File: src/rtl/scan_pkg.sv
// -----------------------------------------------------------------------------
// scan_pkg
// Shared constants and helpers for the anode scan timer.
//   DEFAULT_PERIOD_2MS  : 2 ms digit period at 100 MHz
//   DEFAULT_PERIOD_1KHZ : 1 ms digit period at 100 MHz
//   DEFAULT_N_DIGITS    : number of anodes on the standard display board
//   clog2()             : ceiling log2, used to size the digit index
// -----------------------------------------------------------------------------
package scan_pkg;

  localparam int DEFAULT_PERIOD_2MS  = 200000;
  localparam int DEFAULT_PERIOD_1KHZ = 100000;
  localparam int DEFAULT_N_DIGITS    = 8;

  // Ceiling log2; returns at least 1 so a 1-entry range still gets a bit.
  function automatic int clog2(input int value);
    int result;
    int remaining;
    result    = 0;
    remaining = value - 1;
    while (remaining > 0) begin
      result    = result + 1;
      remaining = remaining >> 1;
    end
    if (result < 1) begin
      result = 1;
    end else begin
      result = result;
    end
    return result;
  endfunction

endpackage

File: src/rtl/period_counter.sv
// -----------------------------------------------------------------------------
// period_counter
// Runtime-loadable clock divider producing a one-cycle tick every
// "period" enabled cycles. The period is held as a terminal count
// (period - 1) so the compare is a straight equality.
// Ports:
//   clk        in   system clock, rising edge
//   rst        in   asynchronous active-high reset
//   en         in   count enable; low freezes count and period
//   period_ld  in   one-cycle strobe, loads period_in and restarts count
//   period_in  in   new period in clk cycles (0 is treated as 1)
//   tick       out  combinational pulse on the terminal-count cycle
// -----------------------------------------------------------------------------
module period_counter
  import scan_pkg::*;
#(
  parameter int CNT_W          = 18,
  parameter int DEFAULT_PERIOD = DEFAULT_PERIOD_2MS
) (
  input  logic             clk,
  input  logic             rst,
  input  logic             en,
  input  logic             period_ld,
  input  logic [CNT_W-1:0] period_in,
  output logic             tick
);

  localparam logic [CNT_W-1:0] DEFAULT_TC = CNT_W'(DEFAULT_PERIOD - 1);
  localparam logic [CNT_W-1:0] CNT_ZERO   = {CNT_W{1'b0}};
  localparam logic [CNT_W-1:0] CNT_ONE    = CNT_W'(1);

  logic [CNT_W-1:0] period_r;
  logic [CNT_W-1:0] count_r;
  logic [CNT_W-1:0] load_tc_s;
  logic             tc_s;

  // Terminal-count compare and the load clamp (0 and 1 both map to tc 0).
  always_comb begin
    tc_s = (count_r == period_r);
    if (period_in == CNT_ZERO) begin
      load_tc_s = CNT_ZERO;
    end else begin
      load_tc_s = period_in - CNT_ONE;
    end
  end

  // A load suppresses the tick so the restarted count never double-fires.
  assign tick = en & tc_s & ~period_ld;

  // Period register and cycle counter: load > hold > terminal > increment.
  always_ff @(posedge clk or posedge rst) begin
    if (rst) begin
      period_r <= DEFAULT_TC;
      count_r  <= CNT_ZERO;
    end else if (period_ld) begin
      period_r <= load_tc_s;
      count_r  <= CNT_ZERO;
    end else if (!en) begin
      period_r <= period_r;
      count_r  <= count_r;
    end else if (tc_s) begin
      count_r  <= CNT_ZERO;
    end else begin
      count_r  <= count_r + CNT_ONE;
    end
  end

endmodule

File: src/rtl/anode_scan_timer.sv
// -----------------------------------------------------------------------------
// anode_scan_timer
// Scan timer for multiplexed 7-segment displays. A period_counter produces
// the digit tick; this level steps the digit index, flags the frame wrap
// and decodes the active-low one-hot anode vector.
// Ports:
//   clk        in   system clock, rising edge
//   rst        in   asynchronous active-high reset
//   en         in   count enable
//   period_ld  in   one-cycle strobe, loads period_in
//   period_in  in   new period in clk cycles
//   tick       out  one-cycle pulse per digit period
//   wrap       out  tick that returns digit_idx to 0
//   digit_idx  out  current digit, 0..N_DIGITS-1
//   anode_n    out  active-low one-hot anode select
// -----------------------------------------------------------------------------
module anode_scan_timer
  import scan_pkg::*;
#(
  parameter int CNT_W          = 18,
  parameter int DEFAULT_PERIOD = DEFAULT_PERIOD_2MS,
  parameter int N_DIGITS       = DEFAULT_N_DIGITS,
  parameter int IDX_W          = clog2(N_DIGITS)
) (
  input  logic                clk,
  input  logic                rst,
  input  logic                en,
  input  logic                period_ld,
  input  logic [CNT_W-1:0]    period_in,
  output logic                tick,
  output logic                wrap,
  output logic [IDX_W-1:0]    digit_idx,
  output logic [N_DIGITS-1:0] anode_n
);

  localparam logic [IDX_W-1:0] IDX_ZERO = {IDX_W{1'b0}};
  localparam logic [IDX_W-1:0] IDX_ONE  = IDX_W'(1);
  localparam logic [IDX_W-1:0] IDX_LAST = IDX_W'(N_DIGITS - 1);

  logic                tick_s;
  logic                last_s;
  logic [IDX_W-1:0]    digit_idx_r;
  logic [N_DIGITS-1:0] anode_s;

  period_counter #(
    .CNT_W          (CNT_W),
    .DEFAULT_PERIOD (DEFAULT_PERIOD)
  ) u_period_counter (
    .clk       (clk),
    .rst       (rst),
    .en        (en),
    .period_ld (period_ld),
    .period_in (period_in),
    .tick      (tick_s)
  );

  assign last_s = (digit_idx_r == IDX_LAST);

  // Digit index: steps on each tick and wraps after the last digit.
  always_ff @(posedge clk or posedge rst) begin
    if (rst) begin
      digit_idx_r <= IDX_ZERO;
    end else if (tick_s) begin
      digit_idx_r <= last_s ? IDX_ZERO : (digit_idx_r + IDX_ONE);
    end else begin
      digit_idx_r <= digit_idx_r;
    end
  end

  // Anode decode from the registered index, so it is valid during reset too.
  always_comb begin
    anode_s = {N_DIGITS{1'b1}};
    for (int i = 0; i < N_DIGITS; i++) begin
      if (digit_idx_r == IDX_W'(i)) begin
        anode_s[i] = 1'b0;
      end else begin
        anode_s[i] = 1'b1;
      end
    end
  end

  assign tick      = tick_s;
  assign wrap      = tick_s & last_s;
  assign digit_idx = digit_idx_r;
  assign anode_n   = anode_s;

endmodule

File: config.mk
export PLATFORM = sky130hd
export DESIGN_NAME = anode_scan_timer
export DESIGN_NICKNAME = d
export VERILOG_FILES = /design/src/rtl/scan_pkg.sv /design/src/rtl/period_counter.sv /design/src/rtl/anode_scan_timer.sv
export SDC_FILE = /design/constraint.sdc
export NUM_CORES = 1
export LEC_CHECK = 0
export ABC_AREA = 1
export BUFFER_PORTS_ARGS = -buffer_cell sky130_fd_sc_hd__buf_2
export CAP_MARGIN = 20
export CORE_ASPECT_RATIO = 0.7
export CORE_UTILIZATION = 58
export CTS_CLUSTER_DIAMETER = 200
export DETAILED_ROUTE_END_ITERATION = 8
export GPL_ROUTABILITY_DRIVEN = 0
export PLACE_DENSITY_LB_ADDON = 0.1
export SETUP_SLACK_MARGIN = 0.1
export SYNTH_ARGS = -nofsm -noshare
export SYNTH_HDL_FRONTEND = slang
export SYNTH_SLANG_ARGS = --single-unit
File: constraint.sdc
create_clock -name clk -period 2.15 [get_ports clk]
set_input_delay 0.215 -clock clk [delete_from_list [all_inputs] [get_ports clk]]
set_output_delay 0.215 -clock clk [all_outputs]
set_load 0.02 [all_outputs]
======== After elaboration in Yosys (flattened, before gate mapping) ========
Index checks and enable logic that the tools add are counted.
storage, ports and cells
  flip-flop bits (word level) ............. 39
  input bits .............................. 22
  output and inout bits ................... 13
  logic and storage cells ................. 34
operators by class
  add/sub/neg operators ................... 3
  eq/ne operators ......................... 8
  multiplexer cells ....................... 13
  bitwise operators ....................... 4
  reductions and logical operators ........ 3
operator list
  cell                     number
  $mux W18                 4
  $add A18 B1 Y18 const B  1
  $eq A18 B18 Y1           1
  $logic_not A18 Y1        1
  $sub A18 B1 Y18 const B  1
  $eq A3 B3 Y1 const B     4
  $mux W1                  8
  $eq A3 B2 Y1 const B     2
  $add A3 B1 Y3 const B    1
  $and A1 B1 Y1            3
  $eq A3 B1 Y1 const B     1
  $logic_not A3 Y1         1
  $mux W3                  1
  $reduce_bool A2 Y1       1
  $not A1 Y1               1

======== Depth between registers and ports, before layout ========
Gate-level depths: netlist of run 1.
  depth in word-level cells ............... 4
  depth in mapped cells ................... 11
  depth with buffers taken out ............ 11

======== Hierarchy ========
Synthesis of run 1 repeated with hierarchy kept, for this count alone.
unflattened totals
  cells, all modules ...................... 356
  area, all modules ....................... 2581.2 sq um
by module, submodules not included
  module            times used  cells each  area each (sq um)  sequential area each (sq um)
  period_counter    1           323         2334.7             914.6
  anode_scan_timer  1           33          246.5              75.1

======== Least setup slack after synthesis of run 1 ========
Ideal clock, no wire load.
  path kind ............................... register to output
  start ................................... register u_period_counter.period_r[17]
  end ..................................... output port wrap
  arrival time ............................ 1.425 ns
  required time ........................... 1.935 ns
  slack ................................... 0.510 ns
  stages on the path, launching flop included .. 9
  path buffers ............................ 0
  cells stage by stage .................... dfstp_2 -> inv_1 -> nand2_1 -> nand2_1 -> nor2_1 -> nand2_1 -> nor2_2 -> nand4_2 -> nor2_1
between the ends
  cells in the longest elaborated chain, start to end .. 4
ends and longest elaborated chain
  what                         RTL line                text
  start, declared              period_counter.sv:32    logic [CNT_W-1:0] period_r;
  start signal, assigned       period_counter.sv:56    period_r <= load_tc_s;
  start signal, assigned       period_counter.sv:59    period_r <= period_r;
  $eq A18 B18 Y1               period_counter.sv:39    tc_s = (count_r == period_r);
  $and A1 B1 Y1 (2 in series)  period_counter.sv:48    assign tick = en & tc_s & ~period_ld;
  $and A1 B1 Y1                anode_scan_timer.sv:83  assign wrap = tick_s & last_s;
  end, declared                anode_scan_timer.sv:31  output logic wrap,
Every way passes these cells.

======== Final worst setup path of run 1 ========
Ends and elaborated chain as after synthesis.

==> reports/metrics.csv, run 1 <==
stage;metric;value;unit
cells_and_area;final_area;0.00316;sq mm
global_routing;antenna_found_initial;0;
cells_and_area;layoutNonFillerInstCount;483;
logic_synthesis;synth_area_leader_cell;dfrtp_1;
run_status;status;finished, violations left;
global_routing;grt.busiest_layer;met2;
cells_and_area;nNetsFinal;457;
cells_and_area;fill_cells;375;
place;hpwl;4.90;mm
timing;slew_violations;0;
clock_network;clockBufferDepth;2;
detailed_routing;wl_per_cell;13.3;um
clock_network;clk_pin_slew_worst_paths;70;ps
timing;grt_setup_unrepaired;yes;
run_status;violations;design-rule violations;
global_routing;grt_pass1_wl;10.9;mm
logic_synthesis;yosys.area.top_type_share;0.255;
critical_path;worst_r2r_path_depth;10;
detailed_routing;drtPass1Iterations;7;
power_and_ir_drop;leakagePower;1.43;nW
timing;finalClockSkew;4.16;ps
detailed_routing;drcViolationCount;2;
logic_synthesis;synthesis.nets;411;
logic_synthesis;yosys_warnings;0;
detailed_routing;antenna_left;0;
global_routing;grt_max_degree;40;
clock_network;clockRootBuffer;clkbuf_8;
logic_synthesis;netlist_area;0.00275;sq mm
critical_path;cp.required;1930;ps
global_routing;use_met3;0.0501;
place;io_buffers;34;
clock_network;htreeDepth;2;
cells_and_area;synthToLayoutAreaGrowth;15.0;%
global_routing;met1_usage;0.381;
clock_network;cts_tree;built;
critical_path;criticalPathCategory;reg2out;
cells_and_area;final_core_util;0.710;
die;die_h;59.6;um
logic_synthesis;synth.lib_cells_used.distinct;33;
place;pre_cts_ws;318;ps
critical_path;crit_arrival;1810;ps
clock_network;cts_buffers;5;
detailed_routing;vias;2536;
logic_synthesis;netlist_instances;381;
critical_path;rrSetupSlack;280;ps
global_routing;grt-ovfl-total;0;
cells_and_area;final_layout_size_suffix_gt1_frac;0.236;
timing;layout_min_cycle_time;2020;ps
timing;setup_slack;128;ps
timing;setup_violations;0;
clock_network;numClockSinks;39;
clock_network;insertion_delay;290;ps
logic_synthesis;ys_ff_latch;39;
die;initial_utilization;0.617;
critical_path;r2r_start;u_period_counter.period_r[17];
logic_synthesis;syn_area_per_cell;7.21;sq um
die;rows;20;
place;dp.cells;470;
power_and_ir_drop;vdd_drop_max;0.000340;V
logic_synthesis;yosysSeqAreaShare;0.360;
detailed_routing;drtIter0Drc;163;
global_routing;track_usage;0.283;
min_path;hold_class;in2async;
cells_and_area;multi_input_comb_area;0.00155;sq mm
critical_path;timing.rr.end;u_period_counter.count_r[13];
timing;finalSetupTns;0;ps
timing;max_freq;495;MHz
timing;tightest_slew;481;ps
critical_path;crit_fanout;5;
critical_path;crit_path_start_kind;flop;
die;coreArea;0.00445;sq mm
detailed_routing;viasPerCell;5.25;
cells_and_area;regArea;993;sq um
timing;period_share;0.940;
power_and_ir_drop;powerDensity;490;mW/mm^2
global_routing;grt_use_met2;0.484;
die;top_level_ports;35;
timing;relSlewSlack;0.679;
logic_synthesis;yosys-top-cells-area;dfrtp_1, nand2_1, dfstp_2;
detailed_routing;drt-total-wl;6.42;mm
clock_network;cts_hold_buf;0;
die;die_w;84.3;um
critical_path;end_kind;output port;
place;dpl_cell_area;0.00299;sq mm
die;die_area;0.00502;sq mm
flow_run;cap_violations;0;
timing;finalHoldViolations;0;
global_routing;grt_pass1_vias;2401;
cells_and_area;diodes;0;
## synthesized netlist by cell type
| library cell | count |
|---|---|
| nor2_4 | 1 |
| or2_1 | 1 |
| nor2_2 | 5 |
| and2_1 | 1 |
| nand4_1 | 13 |
| nor3_2 | 1 |
| clkbuf_1 | 2 |
| buf_8 | 1 |
| inv_1 | 46 |
| a21oi_1 | 3 |
| xnor2_1 | 12 |
| buf_2 | 3 |
| o22ai_1 | 10 |
| nand2_1 | 116 |
| ha_1 | 8 |
| nand2_4 | 1 |
| nor3_1 | 4 |
| xor2_1 | 20 |
| nand3_1 | 17 |
| a21oi_2 | 10 |
| nand4_2 | 1 |
| nand3_2 | 1 |
| dfrtp_1 | 28 |
| o21ai_2 | 1 |
| nor2_1 | 40 |
| dfstp_2 | 11 |
| o21bai_1 | 1 |
| o21ai_1 | 3 |
| clkinv_1 | 1 |
| o21ai_0 | 12 |
| buf_6 | 1 |
| inv_2 | 5 |
| buf_4 | 1 |
## per-layer routing
metal | part of all wire | vias to the layer above
met4 | 0.011 | 0
li1 | - | 1289
met2 | 0.45 | 62
met5 | 0 | -
met3 | 0.049 | 9
met1 | 0.49 | 1176
## cells by family after synthesis
group | after synthesis | synth area share
adder cells (fa/ha/maj) | 8 | 0.0364
AO/OA/AOI/OAI | 40 | 0.0933
XOR/XNOR | 32 | 0.102
buffers and inverters | 60 | 0.0915
AND/OR/NAND/NOR | 202 | 0.317
flip-flops | 39 | 0.360
## per-stage QoR
step           power (mW)  hold slack [ps]
6_report             1.55             14.0
5_1_grt              1.64             62.6
4_1_cts              1.54             39.0
3_5_place_dp         1.07              349
3_3_place_gp         1.06              353
2_1_floorplan       0.989              281
## sequential cells by signal, summed over array words and instances, names as in the netlist
register	cells
digit_idx	3
u_period_counter.count_r	18
u_period_counter.period_r	18
## worst max path at each step
| stage | startpoint | end | slack, ps |
|---|---|---|---|
| final | u_period_counter.period_r[17] | wrap | 130 |
| after global routing | u_period_counter.period_r[17] | wrap | 20 |
| after CTS | u_period_counter.count_r[15] | wrap | 130 |
| after detailed placement | period_in[0] | u_period_counter.period_r[6] | 320 |
| after global placement | period_in[0] | u_period_counter.period_r[7] | 390 |
| after floorplan | u_period_counter.period_r[17] | wrap | 510 |
## worst max-delay path, cell delays in order (launching register included)
cell and delay, ps:
dfstp_2 530, inv_1 40, nand2_1 50, nand2_1 80, nor2_2 140, nand2_2 90, nor2_4 170, nand4_4 170
nor2_4 140, buf_6 120
## timing repair
item	4_1_cts	5_1_grt
endpoints found under the setup margin	2	2
resized for setup	2	16
buffers inserted	0	5
cloned	0	0
pin swaps	0	8
## area by class of cell
cell class,instances,share of cell area
Multi-Input combinational cell,282,0.489
Tap cell,55,0.0218
Clock buffer,7,0.0241
Clock inverter,1,0.00158
Timing Repair Buffer,47,0.0875
Sequential cell,39,0.314
Inverter,52,0.0617
## layout by cell type (no fill, tap or decap), types with 2 or more instances in the layout
master    count
nor2_4        4
o21ai_0      12
nor2_2        5
a21oi_2      10
o22ai_1      10
nor3_1        4
dfrtp_2       3
nor2_1       37
xor2_1       20
buf_2        32
a21oi_1       3
nand2_1     113
clkbuf_8      5
inv_1        44
dfrtp_1      25
inv_2         7
dfstp_2      11
nand3_1      17
clkbuf_1      2
ha_1          8
xnor2_1      12
o21ai_1       3
buf_4        14
nand2_2       3
nand4_1      13
## power by group
group	internal [mW]	leakage (nW)	switching, mW	total, mW
clock	0.228	0.0422	0.249	0.477
sequential	0.785	0.482	0.0279	0.813
combinational	0.0980	0.906	0.162	0.260
(Power assumes the default switching activity.)
==> inputs of run 2 (changes only) <==
--- a/config.mk
+++ b/config.mk
@@ -9,5 +9,4 @@
 export BUFFER_PORTS_ARGS = -buffer_cell sky130_fd_sc_hd__buf_2
 export CAP_MARGIN = 20
-export CORE_ASPECT_RATIO = 0.7
 export CORE_UTILIZATION = 58
 export CTS_CLUSTER_DIAMETER = 200
==> constraint.sdc (replaced) <==
create_clock -name clk -period 2.15 [get_ports clk]
set_input_delay 0.215 -clock clk [delete_from_list [all_inputs] [get_ports clk]]
set_output_delay 0.215 -clock clk [all_outputs]
set_load 0.1 [all_outputs]
==> run 2 against run 1 <==
Compared with the run above:
- the run now ends clean
- critical path type unchanged
- critical path depth unchanged
- first-iteration DRC count is 10% higher
- wire length decreased by 0.69%
- sequential cell count unchanged
- sequential power hardly changed
- final area rose by 5.2%
==> reports/metrics.csv, run 2 (synthesis gave the netlist of run 1 again) <==
stage;metric;value;unit;change
cells_and_area;mostFrequentLayoutCell;nand2_1;;
cells_and_area;nNetsFinal;461;;+0.88%
die;coreArea;0.00444;sq mm;-0.22%
clock_network;insertion_delay;300;ps;about the same
cells_and_area;final_layout_size_suffix_gt1_frac;0.271;;+0.0349
min_path;hold_depth;2;;
run_status;status;complete, no violations;;
cells_and_area;layout_common_cells;nand2_1, inv_1, nor2_1, buf_2, dfrtp_1;;
timing;tightest_slew;486;ps;+4.95 ps
critical_path;crit_chain;inv_2, nand2_2, nand2_2, nor2_1, nand2_1, nor2_4, nand4_4, nor2_4, buf_12;;
timing;layout_min_cycle_time;2050;ps;+23.3 ps
critical_path;crit_fanout;3;;-2
die;die_h;70.8;um;+19%
timing;setup_violations;0;;unchanged
power_and_ir_drop;leakagePower;1.48;nW;+3.2%
critical_path;cp_top_family;simple AND/OR/NAND/NOR gates;;
clock_network;clk_pin_slew_worst_paths;80;ps;about the same
global_routing;grt-ovfl-total;0;;unchanged
timing;finalHoldViolations;0;;unchanged
detailed_routing;wl_per_cell;13.2;um;-0.89%
critical_path;critPathBufInv;2;;unchanged
timing;finalClockSkew;3.56;ps;-0.598 ps
timing;grt_setup_unrepaired;yes;;
min_path;min_from;period_in[0];;
die;die_w;70.8;um;-16%
die;die_area;0.00502;sq mm;about the same
critical_path;cp.required;1930;ps;about the same
critical_path;r2r_start;u_period_counter.period_r[3];;
critical_path;criticalPathCategory;reg2out;;
power_and_ir_drop;powerDensity;545;mW/mm^2;+11%
power_and_ir_drop;p_clk_frac;0.404;;+0.096
power_and_ir_drop;seqPwrFrac;0.449;;-0.076
power_and_ir_drop;power.internal;1.35;mW;+22%
power_and_ir_drop;p_switching;463;uW;+5.4%
cells_and_area;diodes;0;;unchanged
timing;relSlewSlack;0.678;;-0.00107
clock_network;cts_tree;built;;
detailed_routing;viasPerCell;5.33;;+1.6%
global_routing;antenna_found_initial;0;;unchanged
power_and_ir_drop;switching_share;0.255;;-0.0281
critical_path;critical_path.max_stage_delay;550;ps;+20 ps
critical_path;slowest_stage;dfstp_2;;
timing;max_freq;489;MHz;-1.1%
clock_network;numClockSinks;39;;unchanged
critical_path;cp.depth;9;;unchanged
detailed_routing;antenna_left;0;;unchanged
power_and_ir_drop;combPwrFrac;0.148;;-0.020
clock_network;cts_buffers;5;;unchanged
global_routing;track_usage;0.268;;-0.0151
place;io_buffers;34;;unchanged
critical_path;endpoint;wrap;;
critical_path;timing.rr.end;digit_idx[2];;
timing;finalSetupTns;0;ps;unchanged
power_and_ir_drop;vdd_drop_max;0.000380;V;+12%
detailed_routing;drtIter0Drc;180;;+10%
critical_path;cp-startpoint;u_period_counter.period_r[3];;
detailed_routing;vias;2581;;+1.8%
global_routing;grt_max_degree;40;;unchanged
timing;fin_hold_ws;79.2;ps;+65.2 ps
critical_path;end_kind;output port;;
flow_run;cap_violations;0;;unchanged
die;top_level_ports;35;;unchanged
global_routing;grt_pass1_vias;2363;;-1.6%
cells_and_area;layoutNonFillerInstCount;484;;+0.21%
critical_path;rrSetupSlack;310;ps;+30 ps
detailed_routing;drt-total-wl;6.37;mm;-0.69%
critical_path;worst_r2r_path_depth;12;;+2
min_path;hold_class;in2reg;;
critical_path;crit_path_start_kind;flop;;
clock_network;clockRootBuffer;clkbuf_8;;
die;rows;24;;+20%
clock_network;clockBufferDepth;2;;unchanged
detailed_routing;drcViolationCount;0;;-2
cells_and_area;synthToLayoutAreaGrowth;21.0;%;
place;hpwl;4.64;mm;-5.2%
timing;slew_violations;0;;unchanged
critical_path;crit_arrival;1830;ps;+20 ps
clock_network;htreeDepth;2;;unchanged
detailed_routing;drtPass1Iterations;7;;unchanged
timing;period_share;0.951;;+0.0108
place;dp.cells;467;;-0.64%
global_routing;grt_pass1_wl;10.5;mm;-3.8%
die;initial_utilization;0.619;;+0.00139
run 2: changes by cell type in the layout (fill, tap and decap cells not counted), moves of 3 or more:
cell / previous run / this run
inv_2: 7 / 10
inv_1: 44 / 40
buf_12: 0 / 3
dfrtp_4: 0 / 3
dfrtp_1: 25 / 21
run 2: how the worst min path moves through the flow:
stage / end
global placement: u_period_counter.count_r[6]
floorplan: u_period_counter.period_r[0]
detailed placement: u_period_counter.count_r[6]
global route: u_period_counter.period_r[0]
finish: u_period_counter.period_r[0]
CTS: u_period_counter.period_r[0]
run 2: final cells by class:
class	count	area, sq um
Sequential cell	39	1010
Tap cell	52	65.1
Inverter	52	199
Multi-Input combinational cell	282	1580
Timing Repair Buffer	51	343
Clock inverter	2	60.1
Fill cell	357	1120
Clock buffer	6	72.6
run 2: routing by layer:
layer | wire, um | track usage | vias up
li1 | - | - | 1299
met1 | 2900 | 0.358 | 1184
met2 | 3040 | 0.447 | 86
met3 | 320 | 0.0470 | 12
met4 | 112 | 0.0844 | 0
met5 | 0 | 0 | -
run 2: power by group through the flow:
stage | Clock [mW] | Combinational, mW | Sequential (mW)
after floorplan | 0 | 0.173 | 0.819
after global placement | 0 | 0.239 | 0.823
after detailed placement | 0 | 0.244 | 0.825
after CTS | 0.731 | 0.252 | 0.811
after global routing | 0.765 | 0.300 | 0.819
final | 0.733 | 0.268 | 0.814
run 2: worst register-to-register path, cell delays in order, from the launching register on:
cell and delay [ps]:
dfstp_2 550, inv_2 40, nand2_2 50, nand2_2 60, nor2_1 120, nand2_1 120, nor2_4 130, nand4_4 120
buf_4 170, buf_4 120, buf_4 130, nand2_1 50, o21ai_1 60
run 2: timing repair:
action / CTS / global route
setup buffers: 2 / 6
pin swaps: 2 / 14
hold endpoints to repair: 28 / 0
cloned: 0 / 0
setup endpoints to repair: 2 / 2
hold buffers: 1 / 0
resized for setup: 4 / 16
run 2: metrics by stage:
step                      area (sq um)  utilization  total power [mW]  setup WS [ps]
after floorplan                   2800            -             0.992           -111
after global placement            3080        0.693              1.06            339
after detailed placement          3080        0.693              1.07            289
after CTS                         3260        0.733              1.79            117
after global routing              3330        0.749              1.88           30.0
final                             3330        0.749              1.81            105
